<file path="src/rtl/sumador_secuencial_param.sv">
// Multi-cycle add/subtract unit: CHUNK bits per clock with a registered ripple carry,
// valid/ready on both sides. Define SUMADOR_SAT_EN to saturate the result on signed overflow.
module sumador_secuencial_param #(
  parameter int unsigned WIDTH = 16,
  parameter int unsigned CHUNK = 4
) (
  input  logic             clk,
  input  logic             rst_n,
  input  logic             in_valid,
  output logic             in_ready,
  input  logic [WIDTH-1:0] a,
  input  logic [WIDTH-1:0] b,
  input  logic             control,
  output logic             out_valid,
  input  logic             out_ready,
  output logic [WIDTH-1:0] result,
  output logic             carry,
  output logic             overflow,
  output logic             zero
);

  localparam int unsigned NCHUNK = WIDTH / CHUNK;
  localparam int unsigned CW     = (NCHUNK > 1) ? $clog2(NCHUNK) : 1;
  localparam int unsigned IW     = (WIDTH > 1) ? $clog2(WIDTH) : 1;
  localparam logic [CW-1:0] LAST = CW'(NCHUNK - 1);

  typedef enum logic [1:0] {S_IDLE, S_RUN, S_DONE} state_t;

  state_t            r_state;
  state_t            w_state_nxt;
  logic [WIDTH-1:0]  r_a;
  logic [WIDTH-1:0]  r_b;
  logic              r_ctrl;
  logic              r_cy;
  logic [CW-1:0]     r_cnt;
  logic [WIDTH-1:0]  r_result;
  logic              r_carry;
  logic              r_overflow;
  logic              r_zero;

  logic [IW-1:0]     w_base;
  logic [CHUNK:0]    w_sum;
  logic              w_last;
  logic [WIDTH-1:0]  w_res_nxt;
  logic [WIDTH-1:0]  w_final;
  logic              w_ovf;
  logic              w_cy_flag;

  assign in_ready  = (r_state == S_IDLE);
  assign out_valid = (r_state == S_DONE);
  assign result    = r_result;
  assign carry     = r_carry;
  assign overflow  = r_overflow;
  assign zero      = r_zero;

  // Chunk adder and the result as it will look once this chunk is written
  always_comb begin
    w_base    = IW'(r_cnt * CHUNK);
    w_sum     = (CHUNK+1)'(r_a[w_base +: CHUNK]) + (CHUNK+1)'(r_b[w_base +: CHUNK])
              + (CHUNK+1)'(r_cy);
    w_last    = (r_cnt == LAST);
    w_res_nxt = r_result;
    w_res_nxt[w_base +: CHUNK] = w_sum[CHUNK-1:0];
    w_cy_flag = r_ctrl ? w_sum[CHUNK] : ~w_sum[CHUNK];
    // r_b already holds the effective (inverted for subtract) operand
    w_ovf     = (r_a[WIDTH-1] == r_b[WIDTH-1]) && (w_res_nxt[WIDTH-1] != r_a[WIDTH-1]);
`ifdef SUMADOR_SAT_EN
    if (w_ovf) begin
      w_final = r_a[WIDTH-1] ? {1'b1, {(WIDTH-1){1'b0}}} : {1'b0, {(WIDTH-1){1'b1}}};
    end else begin
      w_final = w_res_nxt;
    end
`else
    w_final   = w_res_nxt;
`endif
  end

  always_ff @(posedge clk or negedge rst_n) begin
    if (!rst_n) begin
      r_state <= S_IDLE;
    end else begin
      r_state <= w_state_nxt;
    end
  end

  always_comb begin
    w_state_nxt = r_state;
    case (r_state)
      S_IDLE:  if (in_valid)  w_state_nxt = S_RUN;
      S_RUN:   if (w_last)    w_state_nxt = S_DONE;
      S_DONE:  if (out_ready) w_state_nxt = S_IDLE;
      default:                w_state_nxt = S_IDLE;
    endcase
  end

  // Operand capture, chunk-serial accumulation and flag latch on the last chunk
  always_ff @(posedge clk or negedge rst_n) begin
    if (!rst_n) begin
      r_a        <= '0;
      r_b        <= '0;
      r_ctrl     <= 1'b0;
      r_cy       <= 1'b0;
      r_cnt      <= '0;
      r_result   <= '0;
      r_carry    <= 1'b0;
      r_overflow <= 1'b0;
      r_zero     <= 1'b0;
    end else begin
      case (r_state)
        S_IDLE: begin
          if (in_valid) begin
            r_a    <= a;
            r_b    <= control ? b : ~b;
            r_ctrl <= control;
            r_cy   <= ~control;
            r_cnt  <= '0;
          end
        end
        S_RUN: begin
          r_cy  <= w_sum[CHUNK];
          r_cnt <= r_cnt + CW'(1);
          if (w_last) begin
            r_result   <= w_final;
            r_carry    <= w_cy_flag;
            r_overflow <= w_ovf;
            r_zero     <= (w_final == '0);
          end else begin
            r_result   <= w_res_nxt;
          end
        end
        default: ;
      endcase
    end
  end

endmodule

</file>
<file path="config.mk">
export PLATFORM = sky130hd
export DESIGN_NAME = sumador_secuencial_param
export DESIGN_NICKNAME = d
export VERILOG_FILES = /design/src/rtl/sumador_secuencial_param.sv
export SDC_FILE = /design/constraint.sdc
export NUM_CORES = 1
export LEC_CHECK = 0
export CELL_PAD_IN_SITES_DETAIL_PLACEMENT = 0
export CELL_PAD_IN_SITES_GLOBAL_PLACEMENT = 1
export CORE_MARGIN = 2
export CORE_UTILIZATION = 30
export DETAILED_ROUTE_END_ITERATION = 10
export PLACE_DENSITY = 0.64
export SYNTH_ARGS = -nofsm -noshare
export SYNTH_HDL_FRONTEND = slang
export SYNTH_SLANG_ARGS = --single-unit
</file>
<file path="constraint.sdc">
create_clock -name clk -period 3 [get_ports clk]
set_input_delay 0.6 -clock clk [delete_from_list [all_inputs] [get_ports clk]]
set_output_delay 0.6 -clock clk [all_outputs]
set_load 0.005 [all_outputs]
</file>
== Yosys cells after proc, flatten, opt, wreduce, memory -nomap -nowiden ==
Index checks and enable logic that the tools add are counted.
W data, S select, Z words.

* Flip-flop bits (word level): 57
* Latch bits: 0
* Bits in writable memories: 0
* Memory bits (read-only): 0
* Input port bits: 37
* Word-level logic and storage cells: 48
* Memories kept: 0

* $add $sub $neg: 4
* Multiply operators: 0
* Div/mod/pow operators: 0
* Magnitude comparators: 0
* Equal/unequal tests: 8
* Shift operators: 4
* Multiplexer cells: 11
* Bitwise logic cells: 3
* Reductions and logical operators: 8

{| class="wikitable"
|+ Operators by type and width
! kind !! number
|-
| $shiftx A16 B5 Y4 || 2
|-
| $bwmux W16 || 1
|-
| $logic_not A16 Y1 || 1
|-
| $mux W16 || 1
|-
| $not A16 Y16 || 1
|-
| $shift A4 B6 Y16 const A || 1
|-
| $shiftx A4 B6 Y16 || 1
|-
| $mux W2 || 4
|-
| $neg A4 Y6 || 1
|-
| $pmux W2 S3 || 1
|-
| $reduce_and A2 Y1 || 3
|-
| $add A4 B4 Y5 || 1
|-
| $add A5 B1 Y5 || 1
|-
| $eq A2 B2 Y1 const B || 2
|-
| $ne A2 B2 Y1 const B || 2
|-
| $pmux W2 S2 || 1
|-
| $reduce_and A3 Y1 || 1
|-
| $add A2 B1 Y2 const B || 1
|-
| $eq A2 B1 Y1 const B || 1
|-
| $logic_not A2 Y1 || 1
|-
| $mux W1 || 2
|-
| $ne A2 B1 Y1 const B || 1
|-
| $not A1 Y1 || 2
|-
| $pmux W1 S2 || 1
|-
| other kinds (4) || 4
|}

== Longest topological paths before layout ==
Gate-level depths: netlist of run 1.

* Depth after elaboration: 7
* Depth in mapped cells: 10
* Gate-level depth less buffers: 8

== Worst setup path before layout of run 1 ==
No wires, ideal clock.

* Path kind: register -> register
* Start point: register r_cnt[0]
* End point: register r_zero, in the netlist zero
* Arrival time: 3.000 ns
* Required time: 2.905 ns
* Path slack: -0.095 ns
* Cell stages (with the launch flop): 11
* Period minus slack after synthesis: 3.095 ns
* Cell sequence: dfrtp_1 -> buf_4 -> buf_2 -> mux4_2 -> fa_1 -> inv_1 -> fa_1 -> nor4b_1 -> mux2_4 -> or4_1 -> o31ai_1

* Word-level cells in the longest chain between the ends: 6
* Elaborated cells on any way between the ends: 11
* Classes of those cells: add/sub: 3; eq/ne: 1; shift: 4; mux: 1; reduce/logical: 2

{| class="wikitable"
|+ RTL lines
! what !! line !! text
|-
| start: declaration || 35 || <nowiki>logic [CW-1:0] r_cnt;</nowiki>
|-
| start signal: assignment || 121 || <nowiki>r_cnt <= r_cnt + CW'(1);</nowiki>
|-
| $shiftx A16 B5 Y4 || 59 || <nowiki>w_sum = (CHUNK+1)'(r_a[w_base +: CHUNK]) + (CHUNK+1)'(r_b[w_base +: CHUNK])</nowiki>
|-
| $add A4 B4 Y5 || 59 ||
|-
| $add A5 B1 Y5 || 60 || <nowiki>+ (CHUNK+1)'(r_cy);</nowiki>
|-
| $shiftx A4 B6 Y16 || 63 || <nowiki>w_res_nxt[w_base +: CHUNK] = w_sum[CHUNK-1:0];</nowiki>
|-
| $bwmux W16 || 63 ||
|-
| $logic_not A16 Y1 || 126 || <nowiki>r_zero <= (w_final == '0);</nowiki>
|-
| end signal: assignment || 126 ||
|-
| end: declaration || 39 || <nowiki>logic r_zero;</nowiki>
|}

Several ways; a longest one is shown, not always the timed one.
A chain may end at the register's enable or synchronous reset.

== Worst setup path after layout of run 1 ==
Same ends and word-level chain as after synthesis.

==> results of run 1 <==
## sequential cells by signal, summed over array words and instances (netlist names)
name / count
overflow: 1
r_state: 2
carry: 1
r_ctrl: 1
r_cnt: 2
r_a: 16
result: 16
r_cy: 1
r_b: 16
zero: 1
## final cells by class
type / instances / area (µm²)
repair buffers: 67 / 640.6
inverters: 8 / 30.03
flip-flops and latches: 57 / 1428
multi-input cells: 166 / 1351
fillers: 949 / 5478
clock buffers: 12 / 155.1
well taps: 129 / 161.4
clock inverters: 3 / 40.04
## metal layers
| metal | track usage (%) | share of wire [%] | up-vias |
|---|---|---|---|
| met1 | 18.51 | 48 | 979 |
| met2 | 20.39 | 45 | 51 |
| li1 | - | - | 1014 |
| met5 | 0 | 0 | - |
| met4 | 4.923 | 1.5 | 0 |
| met3 | 4.104 | 5.1 | 11 |
## cell usage after synthesis (2+ instances only)
library cell / instances
dfrtp_1: 57
nand2b_1: 3
a21oi_1: 3
or4_1: 2
and3_1: 2
fa_1: 2
buf_2: 5
inv_1: 7
nor4_1: 4
nor2_1: 6
nor3_1: 4
nor2b_1: 3
a32o_1: 8
a22o_1: 7
xor2_1: 17
o22ai_1: 2
clkbuf_1: 9
nor4bb_1: 2
nand3_1: 5
mux2_2: 17
or3_1: 2
nand2_1: 27
mux4_2: 7
o21ai_0: 21
ha_1: 9
## worst register-to-register path: stages (launching register included)
cell and delay (ps):
dfrtp_2 410, mux4_2 530, fa_1 420, inv_1 90
fa_2 230, nor4b_1 60, mux2_4 260, or4_1 530
o31ai_1 200
## where the power goes
group          internal (mW)  leakage [nW]  switching (mW)
Combinational           1.06         0.819            1.10
Sequential              1.11         0.716           0.238
Clock                  0.421         0.102           0.298
## per-stage QoR
step,util (%),power (mW),setup WS [ps]
floorplan,-,2.801,22.74
CTS,40.96,4.289,99.16
detailed placement,38.85,3.557,108.7
global route,41.00,4.613,21.33
global placement,38.85,3.546,163.3
finish,41.00,4.232,182.6
## cell families after synthesis
kind of cell | after synthesis | share of synthesized area (%)
and+or+nand+nor | 65 | 11.72
xor gates and xnor gates | 17 | 5.185
DFF | 57 | 49.67
AOI/OAI and AO/OA | 47 | 11.16
muxes | 26 | 13.59
adders and majority gates | 11 | 5.316
buffers and inverters | 23 | 3.355
## how the worst max path moves through the flow
| stage | slack [ps] | cells after the start | endpoint | start |
|---|---|---|---|---|
| 5_1_grt | 20 | 8 | zero | r_cnt[0] |
| 2_1_floorplan | 20 | 10 | zero | r_cnt[0] |
| 6_report | 180 | 8 | zero | r_cnt[0] |
| 3_5_place_dp | 110 | 8 | zero | r_cnt[0] |
| 4_1_cts | 100 | 8 | zero | r_cnt[0] |
| 3_3_place_gp | 160 | 8 | zero | r_cnt[0] |
## timing repair
item	4_1_cts	5_1_grt
endpoints found under the setup margin	0	1
resized for setup	0	2
hold buffers	0	0
==> run metrics, run 1 <==
Worst slew margin about 64%; die area 0.01037 mm²; ANT cells 0; Top Ports between 50 and 60; critical path fanouts, max 4; Max clock buf depth 2; Yosys cell types 40; Final ANT Viol Nets 0; worst reg2reg path depth 8; reg2reg end zero; Synth area leader dfrtp_1; Inserted Clock Buffers 9; Critical Path RT 3240 ps; gr ovfl total 0; Fmax about 350 MHz; Mapped Cells 246; Setup Fix Bufs, Post-CTS 0; first-pass GRT wire length around 11000 µm; Post-Place Cells 427; crit-path cells mux4_2 -> fa_1 -> inv_1 -> fa_2 -> nor4b_1 -> mux2_4 -> or4_1 -> o31ai_1; H-tree depth reported by CTS 3; placed cell area approximately 0.0036 mm²; Hold WC Path Type input pin to async pin; outcome completed; Final nets about 360; number of DRC markers in iteration 0 48; fin cells around 440; Leakage 1.638 nW; Worst EP arrival 3060 ps; Area contributors post-synth dfrtp_1 50%, mux2_2 6.7%, mux4_2 5.5%; detailed-route wire length about 6400 µm; Mapped Nets a little under 300; number of global-route vias before repair 2046; largest net degree at the start of global routing 55; Hold WS between 200 and 250 ps; post-DP HPWL approximately 5000 µm; DRC Markers 0; Total Routing Usage GR between 10% and 20%; register area share after synthesis 49.67%; Syn-to-layout area delta 32.55%; Vias per Instance ~4.6; clock skew 9.236 ps; Sink Count 57; chip height between 100 and 150 µm; Worst Setup Path Type flop to flop; root buffer cell clkbuf_8; Vias about 2100; port bufs 57; Post-Synthesis Cell Area around 0.0029 mm²; Post-synth EDFFs 0; antenna violations before repair 0; Synth top area share between 40% and 50%; final hold viol count 0; Max VDD drop between 300 and 400 µV; flops & latches, synth 57; Final Cell Area between 0.003 and 0.004 mm²; most frequent cells in the layout 56 x dfrtp_1, 56 x clkdlybuf4s50_1, 27 x nand2_1; drt wl/cell approximately 15 µm; Setup TNS 0 ps; syn_area_per_cell ~12 µm²; RSZ-0062 raised after global routing no; Synth async-reset ratio 100.0%; Tmin final 2817 ps; PD cells ~1100 mW/mm²; gpl congestion ~0.76; Synth Flop Type dfrtp_1; share of cells above drive strength 1 ~17%; CP Buf/Inv Count 1; Starting Density a little under a third; row count 35; final setup vio count 0; Max Cap Violations 0; measured slew at the worst slew-check pin 546.9 ps; clock-pin slew on the worst setup and hold paths approximately 60 ps; CP delay by family, top multiplexers; Worst R2R Start r_cnt[0]; clk_lat worst skew roughly 340 ps; Core Region approximately 0.0093 mm²; Final Cycle Share between 90% and 100%; Critical Path Source Type flop; Crit. End Element flop; CTS tree built; Pre-antenna DRT Iters 4; die width roughly 100 µm; Slew Limit Fails 0; worst reg2reg setup slack ~180 ps; Yosys warnings 0; Worst path slowest cell mux4_2; crit-path max cell delay approximately 530 ps
Note: power is estimated with default switching activity, not from simulation.
==> run 2, diff against run 1 <==
--- a/config.mk
+++ b/config.mk
@@ -5,12 +5,14 @@
 export SDC_FILE = /design/constraint.sdc
 export NUM_CORES = 1
 export LEC_CHECK = 0
+export ABC_CLOCK_PERIOD_IN_PS = 2930
 export CELL_PAD_IN_SITES_DETAIL_PLACEMENT = 0
 export CELL_PAD_IN_SITES_GLOBAL_PLACEMENT = 1
 export CORE_MARGIN = 2
 export CORE_UTILIZATION = 30
 export DETAILED_ROUTE_END_ITERATION = 10
-export PLACE_DENSITY = 0.64
+export MAX_ROUTING_LAYER = met4
+export PLACE_DENSITY = 0.62
 export SYNTH_ARGS = -nofsm -noshare
 export SYNTH_HDL_FRONTEND = slang
 export SYNTH_SLANG_ARGS = --single-unit
==> constraint.sdc (replaced) <==
create_clock -name clk -period 2.93 [get_ports clk]
set_input_delay 0.586 -clock clk [delete_from_list [all_inputs] [get_ports clk]]
set_output_delay 0.586 -clock clk [all_outputs]
set_load 0.005 [all_outputs]
==> run 2 against run 1 <==
Final cell count rose by 0.45%. Via count grew 1.7%. Power up 4.1%. Sequential share of layout area decreased by 0.21 points. Critical path type unchanged. Highest routed layer unchanged.
==> run metrics, run 2 (synthesized netlist as in run 1, its figures left out) <==
Syn-to-layout area delta 33.29%; critical path fanouts, max 5 (+1); Vias 2089 (+1.7%); Fmax 361.8 MHz (+1.9%); PD cells 1151 mW/mm² (+3.5%); outcome completed; Worst R2R Start r_cnt[0]; root buffer cell clkbuf_8; Worst path slowest cell mux4_2; Max VDD drop 468.1 µV (+34%); first-pass GRT wire length 10650 µm (+0.72%); gr ovfl total 0 (unchanged); final setup vio count 0 (unchanged); CP Buf/Inv Count 1 (unchanged); worst reg2reg path depth 8 (unchanged); die area 0.01037 mm² (unchanged); Final ANT Viol Nets 0 (unchanged); Post-Place Cells 428 (+0.23%); drt wl/cell 14.79 µm (+1.7%); Post-CTS Resized 0 (unchanged); number of global-route vias before repair 2067 (+1.0%); detailed-route wire length 6567 µm (+2.1%); Core Region 0.009284 mm² (unchanged); clk_lat worst skew 340 ps (about the same); die width 101.8 µm (unchanged); ANT cells 0 (unchanged); most frequent cells in the layout 56 x dfrtp_1, 56 x clkdlybuf4s50_1, 27 x nand2_1; clock skew 7.859 ps (-1.377 ps); Tmin final 2764 ps (-53.23 ps); Worst Setup Path Type flop to flop; number of DRC markers in iteration 0 77 (+60%); Setup TNS 0 ps (unchanged); crit-path cells mux4_2 -> fa_2 -> inv_1 -> fa_1 -> nor4b_1 -> mux2_4 -> or4_1 -> o31ai_1; H-tree depth reported by CTS 3 (unchanged); Final Cycle Share 94.34% (+0.43 points); gpl congestion 0.7582 (-0.79%); CP delay by family, top multiplexers; final hold viol count 0 (unchanged); Hold Buf Count CTS 0 (unchanged); Worst EP arrival 3010 ps (-50 ps); share of cells above drive strength 1 17.78% (+0.53 points); largest net degree at the start of global routing 55 (unchanged); row count 35 (unchanged); Top Ports 58 (unchanged); Leakage 1.641 nW (+0.20%); Inserted Clock Buffers 9 (unchanged); Setup Fix Bufs, Post-CTS 0 (unchanged); DRC Markers 0 (unchanged); fin cells 444 (+0.45%); worst reg2reg setup slack 170 ps (-20 ps); Worst slew margin 67.66% (+4.1 points); antenna violations before repair 0 (unchanged); measured slew at the worst slew-check pin 483.6 ps (-63.22 ps); RSZ-0062 raised after global routing no; Worst Setup SP r_cnt[0]; CTS tree built; Slew Limit Fails 0 (unchanged); Hold WC Path Type input pin to async pin; Vias per Instance 4.705 (+1.2%); Fill cells 930 (-2.0%); clock-pin slew on the worst setup and hold paths 70 ps (about the same); Crit. End Element flop; Max clock buf depth 2 (unchanged); Critical Path Source Type flop; Sink Count 57 (unchanged); post-DP HPWL 4917 µm (+0.88%); reg2reg end zero; Total Routing Usage GR 14.02% (+0.50 points); port bufs 57 (unchanged); chip height 101.8 µm (unchanged); Max Cap Violations 0 (unchanged); Starting Density 30.93% (unchanged); Final nets 358 (+0.28%); Critical Path RT 3180 ps (-60 ps); crit-path max cell delay 530 ps (about the same); Pre-antenna DRT Iters 4 (unchanged)
## run 2: where the power goes
| group | internal [mW] | switching, mW |
|---|---|---|
| sequential | 1.14 | 0.248 |
| clock | 0.413 | 0.322 |
| combinational | 1.12 | 1.17 |
## run 2: final cells by class
class	instances	area [µm²]	share of cell area (%)
timing repair buffer	68	660.6	17.26
tap	129	161.4	4.217
inverter	8	30.03	0.7846
clock buffer	11	141.4	3.694
multi-input combinational	166	1351	35.31
clock inverter	5	55.05	1.438
sequential	57	1428	37.30
## run 2: per-layer routing
layer  vias to the layer above  global-route usage, %  part of all wire (%)
met2                        55                  20.55                    47
met3                        14                  3.215                   4.1
met1                      1002                  18.60                    48
met5                         -                      -                     0
li1                       1018                      -                     -
met4                         0                  6.256                   1.8
## run 2: worst max path at each step
stage                      end  slack [ps]  depth (start not counted)
final                     zero         170                          8
after global routing      zero          40                          8
after CTS                 zero          50                          8
after detailed placement  zero          70                          8
after global placement    zero         130                          8
after floorplan           zero           6                         10
## run 2: worst register-to-register path, stage by stage (launching register included)
cell	delay, ps
dfrtp_2	430
mux4_2	530
fa_2	380
inv_1	80
fa_1	220
nor4b_1	70
mux2_4	260
or4_1	510
o31ai_1	200
## run 2: metrics by stage
stage | hold WS (ps) | util (%) | setup slack, ps | area, µm² | power [mW]
floorplan | 290.4 | - | 5.973 | 2888 | 2.891
global placement | 463.7 | 39.10 | 126.7 | 3630 | 3.676
detailed placement | 470.2 | 39.10 | 73.95 | 3630 | 3.707
CTS | 156.3 | 41.21 | 52.32 | 3826 | 4.462
global route | 172.1 | 41.23 | 36.26 | 3827 | 4.763
finish | 151.8 | 41.23 | 165.8 | 3827 | 4.406
